`src/rtl/fetch_mem_unit.sv`:
```
// Memory-side front end of the multi-cycle core: PC, OldPC, IR, MDR and a
// single-outstanding req/ready bus master that stalls the controller per access.
module fetch_mem_unit #(
  parameter int              XLEN     = 32,
  parameter logic [XLEN-1:0] RESET_PC = '0,
  parameter int              TIMEOUT  = 255,
  parameter int              TMO_W    = 8
) (
  input  logic            clk,
  input  logic            rst_n,
  input  logic            ir_write,
  input  logic            mem_read,
  input  logic            mem_write,
  input  logic            adr_src,
  input  logic            pc_write,
  input  logic [XLEN-1:0] pc_next,
  input  logic [XLEN-1:0] data_addr,
  input  logic [XLEN-1:0] wdata,
  output logic [XLEN-1:0] instr,
  output logic [XLEN-1:0] old_pc,
  output logic [XLEN-1:0] pc,
  output logic [XLEN-1:0] mdr,
  output logic            stall,
  output logic            fault,
  output logic [1:0]      fault_cause,
  output logic            mem_req,
  output logic            mem_we,
  output logic [XLEN-1:0] mem_addr,
  output logic [XLEN-1:0] mem_wdata,
  input  logic [XLEN-1:0] mem_rdata,
  input  logic            mem_ready
);

  typedef enum logic [1:0] {S_IDLE, S_BUSY, S_DONE, S_FAULT} state_t;

  state_t            state_q, state_d;
  logic [XLEN-1:0]   pc_q, pc_d, instr_q, instr_d, old_pc_q, old_pc_d, mdr_q, mdr_d;
  logic [XLEN-1:0]   mem_addr_q, mem_addr_d, mem_wdata_q, mem_wdata_d;
  logic              mem_req_q, mem_req_d, mem_we_q, mem_we_d;
  logic              is_fetch_q, is_fetch_d, is_load_q, is_load_d;
  logic              fault_q, fault_d;
  logic [1:0]        cause_q, cause_d;
  logic [TMO_W-1:0]  tmo_q, tmo_d;

  logic              req, multi;
  logic [XLEN-1:0]   addr;

  assign req   = ir_write | mem_read | mem_write;
  assign multi = (ir_write & mem_read) | (ir_write & mem_write) | (mem_read & mem_write);
  assign addr  = adr_src ? data_addr : pc_q;

  always_ff @(posedge clk or negedge rst_n) begin
    if (!rst_n) begin
      state_q     <= S_IDLE;
      pc_q        <= RESET_PC;
      instr_q     <= '0;
      old_pc_q    <= '0;
      mdr_q       <= '0;
      mem_addr_q  <= '0;
      mem_wdata_q <= '0;
      mem_req_q   <= 1'b0;
      mem_we_q    <= 1'b0;
      is_fetch_q  <= 1'b0;
      is_load_q   <= 1'b0;
      fault_q     <= 1'b0;
      cause_q     <= 2'b00;
      tmo_q       <= '0;
    end else begin
      state_q     <= state_d;
      pc_q        <= pc_d;
      instr_q     <= instr_d;
      old_pc_q    <= old_pc_d;
      mdr_q       <= mdr_d;
      mem_addr_q  <= mem_addr_d;
      mem_wdata_q <= mem_wdata_d;
      mem_req_q   <= mem_req_d;
      mem_we_q    <= mem_we_d;
      is_fetch_q  <= is_fetch_d;
      is_load_q   <= is_load_d;
      fault_q     <= fault_d;
      cause_q     <= cause_d;
      tmo_q       <= tmo_d;
    end
  end

  always_comb begin
    state_d     = state_q;
    instr_d     = instr_q;
    old_pc_d    = old_pc_q;
    mdr_d       = mdr_q;
    mem_addr_d  = mem_addr_q;
    mem_wdata_d = mem_wdata_q;
    mem_req_d   = mem_req_q;
    mem_we_d    = mem_we_q;
    is_fetch_d  = is_fetch_q;
    is_load_d   = is_load_q;
    fault_d     = fault_q;
    cause_d     = cause_q;
    tmo_d       = tmo_q;
    // PC only moves when the controller is free to leave its state.
    pc_d        = (pc_write && !stall) ? pc_next : pc_q;
    unique case (state_q)
      S_IDLE: begin
        if (req) begin
          if (multi) begin
            state_d = S_FAULT;
            fault_d = 1'b1;
            cause_d = 2'b11;
          end else if (addr[1:0] != 2'b00) begin
            state_d = S_FAULT;
            fault_d = 1'b1;
            cause_d = 2'b01;
          end else begin
            state_d     = S_BUSY;
            mem_req_d   = 1'b1;
            mem_we_d    = mem_write;
            mem_addr_d  = addr;
            mem_wdata_d = wdata;
            is_fetch_d  = ir_write;
            is_load_d   = mem_read;
            tmo_d       = '0;
          end
        end
      end
      S_BUSY: begin
        if (mem_ready) begin
          state_d   = S_DONE;
          mem_req_d = 1'b0;
          mem_we_d  = 1'b0;
          tmo_d     = '0;
          if (is_fetch_q) begin
            instr_d  = mem_rdata;
            old_pc_d = mem_addr_q;
          end
          if (is_load_q) mdr_d = mem_rdata;
        end else if (tmo_q == TMO_W'(TIMEOUT)) begin
          state_d   = S_FAULT;
          mem_req_d = 1'b0;
          mem_we_d  = 1'b0;
          fault_d   = 1'b1;
          cause_d   = 2'b10;
        end else begin
          tmo_d = tmo_q + TMO_W'(1);
        end
      end
      // Strobes seen here belong to the access that just finished.
      S_DONE:  state_d = S_IDLE;
      S_FAULT: state_d = S_FAULT;
      default: state_d = S_IDLE;
    endcase
  end

  always_comb begin
    stall = 1'b1;
    unique case (state_q)
      S_IDLE:  stall = req;
      S_BUSY:  stall = 1'b1;
      S_DONE:  stall = 1'b0;
      S_FAULT: stall = 1'b1;
      default: stall = 1'b1;
    endcase
  end

  assign instr       = instr_q;
  assign old_pc      = old_pc_q;
  assign pc          = pc_q;
  assign mdr         = mdr_q;
  assign fault       = fault_q;
  assign fault_cause = cause_q;
  assign mem_req     = mem_req_q;
  assign mem_we      = mem_we_q;
  assign mem_addr    = mem_addr_q;
  assign mem_wdata   = mem_wdata_q;

endmodule

```
`config.mk`:
```
export PLATFORM = sky130hd
export DESIGN_NAME = fetch_mem_unit
export DESIGN_NICKNAME = d
export VERILOG_FILES = /design/src/rtl/fetch_mem_unit.sv
export SDC_FILE = /design/constraint.sdc
export NUM_CORES = 1
export LEC_CHECK = 0
export CAP_MARGIN = 20
export CORE_AREA = 4 4 194 121
export CTS_CLUSTER_DIAMETER = 40
export CTS_CLUSTER_SIZE = 8
export DETAILED_ROUTE_END_ITERATION = 8
export DIE_AREA = 0 0 198 125
export PLACE_DENSITY = 0.83
export SYNTH_ARGS = -nofsm -noshare
export SYNTH_HDL_FRONTEND = slang
export SYNTH_SLANG_ARGS = --single-unit
export TNS_END_PERCENT = 20
```
`constraint.sdc`:
```
create_clock -name clk -period 5 [get_ports clk]
set_clock_uncertainty 0.2 [all_clocks]
set_input_delay 0.5 -clock clk [delete_from_list [all_inputs] [get_ports clk]]
set_output_delay 0.5 -clock clk [all_outputs]
set_load 0.05 [all_outputs]
```
==> flow_summary.yaml <==
grt:
  overflow: 0
  grt_first_pass_wirelength_mm: 37.07
  grt_pass1_vias: 6501
  grt_max_degree: 119
  grt_usage_pct: 18.57
  antenna_found_initial: 1
floorplan:
  floorplan.rows: 42
  initial_core_util_pct: 39.51
  ios: 334
  die_h_um: 125
  die_area_um2: 24750
  die_x_um: 198
  core_um2: 21650
power_and_ir_drop:
  p_per_area_nw_per_um2: 797.9
  ir_worst_vdd_v: 0.0005293
  p_leak_nw: 5.665
  total_power_mw: 10.34
detailed_routing:
  dr_total_vias: 5860
  wl_per_cell_um: 19.86
  finalWirelength_mm: 23.38
  routed_via_density: 4.979
  drt-initial-drc-count: 158
  drc_errors: 0
  ant_nets: 0
  drt_first_pass_iters: 4
logic_synthesis:
  seq_area_frac_synth_pct: 61.15
  ys_warn_count: 0
  synth_area_leaders: "dfrtp_1 (61%), mux2_1 (21%), mux2_4 (5.3%)"
  ys_ff_latch: 209
  synth.distinct_cells: 45
  syn-instance-count: 546
  synth_area_per_cell_um2: 15.67
  synthesis.nets: 683
  syn-cell-area_um2: 8553
  yosys.area.top_type: "dfrtp_1"
  synth_top_cell_area_share_pct: 61.15
timing:
  fin_hold_ws_ns: 0.2769
  finalHoldViolations: 0
  finalCritPeriodShare_pct: 62.33
  min_period_ns: 3.116
  setup_ws_ns: 1.884
  tns_ns: 0
  rsz0062_at_grt: "false"
  timing.fmax_ghz: 0.3209
  setup_viol: 0
  tightest_slew_ns: 0.9997
  drv_slew: 0
  relSlewSlack_pct: 33.27
hold_path:
  worst_hold_path_type: "reg -> reg"
finish:
  final_nets: 1026
  drive_gt1_share_pct: 11.90
  n_antenna_cell: 0
  fin_util_pct: 59.85
  area_growth_syn_to_layout_pct: 51.49
  layout_commonest_cell: "clkdlybuf4s50_1"
  final_cell_mix: "clkdlybuf4s50_1 (331), dfrtp_1 (209), mux2_1 (162)"
run_status:
  status: "complete, no violations"
worst_setup_path:
  cp.required_ns: 4.30
  cp-start-kind: "primary input"
  crit_arrival_ns: 2.42
  endpoint_kind: "output port"
  critPathKind: "in -> out"
  crit_fanout: 7
placement:
  pre_cts_ws_ns: 1.811
  place_hpwl_mm: 16.51
  portBuffers: 333
  place_congestion: 0.7673
cts:
  cts_root_buf: "clkbuf_16"
  cts_resized: 0
  cts_buffer_depth: 3
  clock-sinks: 209
  cts_tree: "yes"
  htreeDepth: 1
  clk_pin_slew_ns: 0.05
  insertion_delay_ns: 0.52
  cts_buffers: 30
flow_run:
  cap_violations: 0
## worst paths after layout
check / slack, ns / from / cells after the start / end
max in group asynchronous: 3.05 / rst_n / 3 / pc[15]
worst min-delay path: 0.28 / fault / 2 / fault
min in group asynchronous: 0.39 / rst_n / 2 / mdr[0]
worst max-delay path: 1.88 / mem_read / 5 / stall
worst min register to register: 0.28 / fault / 2 / fault
worst max register to register: 2.30 / state_q[1] / 3 / mdr[18]
## worst max-delay path, stage by stage
cell and delay, ns:
clkdlybuf4s50_1 0.50, or3_1 0.44, a21oi_2 0.22, inv_1 0.06, clkdlybuf4s50_1 0.70
## kinds of logic after synthesis
kind of cell | after synthesis | share of synthesized area [%]
buf+inv | 31 | 2.282
xor+xnor | 1 | 0.1024
mux | 223 | 30.66
compound gates | 28 | 2.282
fa+ha+maj | 1 | 0.1463
flops | 209 | 61.15
simple gates | 53 | 3.379
## synth_stat cells (all sizes together)
cell type,n
clkbuf,6
or3,5
a311oi,1
mux2i,1
o32ai,1
or3b,1
or2,1
buf,21
o211ai,2
nor2,7
nand4,2
a21oi,3
inv,4
nor3b,2
o221ai,1
and2b,1
ha,1
dfrtp,209
a22oi,1
o22ai,2
o21a,1
nor4,1
o311ai,1
nand2b,1
nand3,8
o21ai,11
nor2b,6
o211a,1
nor3,5
xor2,1
nand2,13
mux2,222
o31ai,2
a21o,1
## timing repair
| item | CTS | global route |
|---|---|---|
| endpoints found under the setup margin | 0 | 0 |
| hold buffers | 1 | 0 |
| setup buffers | 0 | 0 |
| endpoints found under the hold margin | 91 | 0 |
## final cells by class
class	count	area (um2)
Timing Repair Buffer	338	3417
Sequential cell	209	5230
Tap cell	286	357.8
Clock buffer	33	783.3
Clock inverter	1	7.507
Multi-Input combinational cell	306	3147
Fill cell	1648	8693
Inverter	4	15.01
## sequential cells by signal (all words and copies together) (netlist names), 2 cells and up
register,count
pc,32
mdr,32
instr,32
old_pc,32
state_q,2
mem_wdata,32
fault_cause,2
tmo_q,8
mem_addr,32
## power by group
part           leakage (nW)  switching [mW]  internal (mW)
Clock                 0.385           0.665           1.08
Sequential             2.59           0.505           2.48
Combinational          2.69            3.60           2.01
## metrics by stage
| step | instance area, um2 | std cells |
|---|---|---|
| global route | 12960 | 1177 |
| detailed placement | 12160 | 1142 |
| global placement | 12130 | 1141 |
| floorplan | 8553 | 546 |
| CTS | 12960 | 1177 |
| finish | 12960 | 1177 |
## metal layers
layer | vias to the layer above | global-route usage [%] | routed length [um]
li1 | 2646 | - | -
met1 | 2933 | 23.49 | 9634
met2 | 246 | 30.39 | 10830
met3 | 33 | 7.852 | 2566
met4 | 2 | 3.278 | 335
met5 | - | 0 | 12
Power figures use the tool's default switching activity.
